<file path="config.mk">
export PLATFORM = sky130hd
export DESIGN_NAME = reg_file
export DESIGN_NICKNAME = d
export VERILOG_FILES = /design/src/rtl/regfile_pkg.sv /design/src/rtl/regfile_read_port.sv /design/src/rtl/reg_file.sv
export SDC_FILE = /design/constraint.sdc
export NUM_CORES = 2
export LEC_CHECK = 0
export BUFFER_PORTS_ARGS = -buffer_cell sky130_fd_sc_hd__buf_2
export CAP_MARGIN = 10
export CORE_MARGIN = 3
export CORE_UTILIZATION = 45
export DETAILED_ROUTE_END_ITERATION = 7
export SLEW_MARGIN = 20
export SYNTH_ARGS = -nofsm -noshare
export SYNTH_HDL_FRONTEND = slang
export SYNTH_SLANG_ARGS = --single-unit
</file>
<file path="constraint.sdc">
create_clock -name clk -period 4.2 [get_ports clk]
set_input_delay 0 -clock clk [delete_from_list [all_inputs] [get_ports clk]]
set_output_delay 0 -clock clk [all_outputs]
set_load 0.005 [all_outputs]
</file>
<file path="src/rtl/regfile_pkg.sv">
// Shared register-file types and constants for decode, ALU and writeback.
// Latency: n/a (declarations only).
// Backpressure: n/a (declarations only).
package regfile_pkg;

    localparam int REG_ADDR_W = 5;
    localparam int REG_DATA_W = 32;
    localparam int NUM_REGS   = 32;

    typedef logic [REG_ADDR_W-1:0] reg_idx_t;
    typedef logic [REG_DATA_W-1:0] word_t;

    // r0 reads as zero everywhere; r31 is the jal/jalr link target.
    localparam reg_idx_t ZERO_REG = reg_idx_t'(0);
    localparam reg_idx_t LINK_REG = reg_idx_t'(31);

endpackage

</file>
<file path="src/rtl/regfile_read_port.sv">
// One combinational read port: storage mux, optional same-cycle write forward, r0 forced to zero.
// Latency: zero cycles (pure combinational).
// Backpressure: none; the output is always valid for the presented index.
module regfile_read_port import regfile_pkg::*; #(
    parameter int DATA_W   = REG_DATA_W,
    parameter int NUM_REGS = 32,
    parameter int ADDR_W   = REG_ADDR_W,
    parameter int BYPASS   = 1
) (
    input  logic [DATA_W-1:0] regs [NUM_REGS],
    input  logic [ADDR_W-1:0] rdIdx,
    input  logic              fwdEn,
    input  logic [ADDR_W-1:0] fwdIdx,
    input  logic [DATA_W-1:0] fwdData,
    output logic [DATA_W-1:0] rdData
);

    // Select stored word, override with the in-flight write when forwarding, then force r0 to zero.
    always_comb begin
        rdData = regs[rdIdx];
        if ((BYPASS != 0) && fwdEn && (fwdIdx == rdIdx)) begin
            rdData = fwdData;
        end
        if (rdIdx == '0) begin
            rdData = '0;
        end
    end

endmodule

</file>
<file path="src/rtl/reg_file.sv">
// Integer register file: two combinational operand read ports, one write port, one debug read port.
// Latency: reads zero cycles, writes commit on the next rising edge.
// Backpressure: none; every read and write is accepted every cycle.
module reg_file import regfile_pkg::*; #(
    parameter int DATA_W   = REG_DATA_W,
    parameter int NUM_REGS = 32,
    parameter int ADDR_W   = REG_ADDR_W,
    parameter int BYPASS   = 1
) (
    input  logic              clk,
    input  logic              reset,
    input  logic [ADDR_W-1:0] rA,
    input  logic [ADDR_W-1:0] rB,
    output logic [DATA_W-1:0] busA,
    output logic [DATA_W-1:0] busB,
    input  logic              regWr,
    input  logic [ADDR_W-1:0] rW,
    input  logic [DATA_W-1:0] busW,
    input  logic [ADDR_W-1:0] dbgAddr,
    output logic [DATA_W-1:0] dbgData
);

    logic [DATA_W-1:0] regs [NUM_REGS];
    logic              wrEn;

    // A write is live only outside reset and never targets r0; this also gates forwarding.
    assign wrEn = regWr && !reset && (rW != '0);

    // Reset clears every entry (dropping any write in that cycle); otherwise commit the write.
    // Entry 0 is only ever loaded with zero, so it collapses to a constant.
    always_ff @(posedge clk) begin
        if (reset) begin
            for (int i = 0; i < NUM_REGS; i++) begin
                regs[i] <= '0;
            end
        end else if (wrEn) begin
            regs[rW] <= busW;
        end
    end

    regfile_read_port #(
        .DATA_W  (DATA_W),
        .NUM_REGS(NUM_REGS),
        .ADDR_W  (ADDR_W),
        .BYPASS  (BYPASS)
    ) uPortA (
        .regs   (regs),
        .rdIdx  (rA),
        .fwdEn  (wrEn),
        .fwdIdx (rW),
        .fwdData(busW),
        .rdData (busA)
    );

    regfile_read_port #(
        .DATA_W  (DATA_W),
        .NUM_REGS(NUM_REGS),
        .ADDR_W  (ADDR_W),
        .BYPASS  (BYPASS)
    ) uPortB (
        .regs   (regs),
        .rdIdx  (rB),
        .fwdEn  (wrEn),
        .fwdIdx (rW),
        .fwdData(busW),
        .rdData (busB)
    );

    // Debug view shows committed state only, never the in-flight write.
    always_comb begin
        dbgData = regs[dbgAddr];
        if (dbgAddr == '0) begin
            dbgData = '0;
        end
    end

endmodule

</file>
==> results.md <==
* Top cell types by occurrence after synthesis: 2136 x nand2_1, 1091 x a21oi_1, 1024 x dfxtp_1
* Mean Syn Cell Area at 9.02 um^2
* Post-synth EDFFs at 0
* Crit Path Class: in2out
* Req. time, crit path at 4.20 ns
* MaxCap Viol Count at 0
* Clock Skews at 0 ns
* Routed vias at 58.1k
* Top reg by flops: regs
* Vias in the first global route at 53.4k
* Max reg flops at 1024
* Setup Fix Bufs, Post-CTS at 0
* Post-route DRC at 5
* Placed cells at 8065
* Critical Path Fanout Max at 59
* Final total power at 23.3 mW
* Slowest stage delay, CP at 1.14 ns
* Final hold violation count at 0
* CP delay by family, top: simple AND/OR/NAND/NOR gates
* F_max at 0.274 GHz
* CTS Buf Count at 117
* H-tree depth at 3
* Post-Syn Nets at 6756
* Startpoint Class: input pin
* Die height at 373 um
* Setup crit end kind: output pin
* GPL Wtd Cong at 0.954
* DRT iter0 DRCs at 10.5k
* Area of the core at 0.132 mm^2
* Yosys reg bits at 1024
* Pin count of the biggest net entering global routing at 175
* Clk sink count at 1024
* CP Cell Sequence: dlygate4sd3_1 -> buf_8 -> nor2b_4 -> o41ai_4 -> or4_2 -> nand2_4 -> a211o_1 -> o21ai_0 -> buf_2
* RSZ-0062 raised after global routing: no
* Clock Path Buffers at 3
* Overall Global Routing Usage at 0.401
* Status: finished, violations left
* Final instance area at 0.0671 mm^2
* Final Setup Violations at 0
* Non-Filler Instances at 8328
* Layout cells sized above 1 at 0.207
* Layout filler cell count at 12.1k
* Pwr per Cell Area at 347 mW/mm^2
* Yosys top cell area share at 0.339
* DIE WIDTH at 373 um
* Final worst path period share at 0.868
* Max-slew violations at 0
* Placed inst area at 0.0627 mm^2
* Min Tclk post-route at 3.65 ns
* Post-synth top flop: dfxtp_1
* Failing checks: DRC
* Worst Tran Pin Value at 1.14 ns
* Clock transition at path regs at 0.06 ns
* Async SR Flop Fraction at 0
* Hold-fix buffers, CTS at 34
* DRT antenna net count at 0
* Relative slew slack at 0.231
* Largest cells by area after synthesis: dfxtp_1 34%, mux4_2 25%, nand2_1 13%
* Worst hold path type: in2reg
* Largest registers: regs x1024
* IR drop worst, VDD at 304 uV
* WL/cell at 34.2 um
* Leakage at 22.0 nW
* Std-Cell Rows at 133
* WL final at 285000 um
* Hpwl dp at 166000 um
* Synth cell types at 60
* Worst path arrival time at 3.65 ns
* Initial antenna violation count at 17
* Critical path buffers and inverters at 3
* CTS root buf: clkbuf_16
* Number of gates resized after cts at 0
* Die ar. at 0.139 mm^2
* Largest area contributor in the netlist: dfxtp_1
* Fin nets at 6518
* Layout area overhead at 11.0%
* Ys Warns at 0
* Mapped Cells at 6701
* Sequential area share after synthesis at 0.339
* Sum Neg Setup Slack at 0 ns
* First-pass GRT wire length at 400000 um
* Clock Latency Late Sink at 0.78 ns
* CTS tree: yes
* I/O Pins at 151
* Port bufs at 150
* Cell Area, Synth at 0.0605 mm^2
* Vias per Instance at 6.97
* Initial DRT Pass Iterations at 8
* Initial Util at 0.457
* Most common cell in the synthesized netlist: nand2_1
* Global route total overflow at 0
* Critical Path Slowest Stage Cell: or4_2
## metrics by stage
step | util | hold slack (ns) | worst slack, ns
after global routing | 0.507 | 0.125 | 0.624
after detailed placement | 0.473 | 0.398 | 1.02
after global placement | 0.473 | 0.398 | 1.02
after CTS | 0.506 | 0.0440 | 0.781
after floorplan | - | 0.160 | 2.42
final | 0.507 | 0.0902 | 0.553
## power by group
group	leakage [nW]	total (mW)	internal (mW)	switching [mW]
Sequential	8.25	9.79	9.75	0.0386
Clock	2.04	11.1	6.45	4.61
Combinational	11.7	2.43	0.727	1.70
Total	22.0	23.3	16.9	6.35
## path summary, 6_finish.rpt
check        slack [ns]                   start                     end  cells past startpoint
max                0.55                   reset                busA[28]                      9
min                0.09                   rW[2]  regs[261]$_SDFFE_PP0P_                      5
max reg2reg        3.00  regs[442]$_SDFFE_PP0P_  regs[442]$_SDFFE_PP0P_                      3
min reg2reg        0.47   regs[39]$_SDFFE_PP0P_   regs[39]$_SDFFE_PP0P_                      2
## logic make-up after synthesis
kind of cell / share of synthesized area
and+or+nand+nor: 0.150
AOI/OAI and AO/OA: 0.144
muxes: 0.310
DFF: 0.339
buffers and inverters: 0.0557
xor gates and xnor gates: 0.00145
## cells in the final DEF (no fill, tap or decap), drive strengths merged, types with 5 or more instances in the layout
cell type and instances:
nand2 2138, a21oi 1091, dfxtp 1024, mux4 668, buf 349, mux2i 319, clkbuf 164, a22oi 94
o21ai 91, o22ai 63, nor2 57, mux2 46, nor2b 44, inv 40, a211oi 39, clkinv 37
o221ai 35, dlygate4sd3 34, a22o 32, a221oi 31, nand3 19, o211ai 15, nor3 15, a221o 14
bufinv 12, diode 10, o22a 10, nand2b 9, nor3b 8, and2 8, xnor2 7, a211o 5
nand4 5
## worst min-delay path: cells and delay by family
| family | cells | cell delay (ns) |
|---|---|---|
| and+or+nand+nor | 3 | 0.53 |
| buffers and inverters | 1 | 0.22 |
| AOI/OAI and AO/OA | 1 | 0.05 |
## routing by layer
layer,track usage,vias to the layer above,wire [um]
li1,-,23541,-
met1,0.509,28225,99900
met2,0.564,4990,117000
met3,0.142,1291,43500
met4,0.284,16,24700
met5,0.00107,-,123
## final cells by class
class	instances	area, um^2	area share
multi-input combinational	4900	37000	0.551
sequential	1024	20500	0.305
clock buffer	164	3460	0.0515
timing repair buffer	383	3180	0.0474
tap	1755	2200	0.0327
clock inverter	55	631	0.00940
inverter	37	139	0.00207
antenna	10	25.0	0.000373
Note: power is estimated with default switching activity, not from simulation.
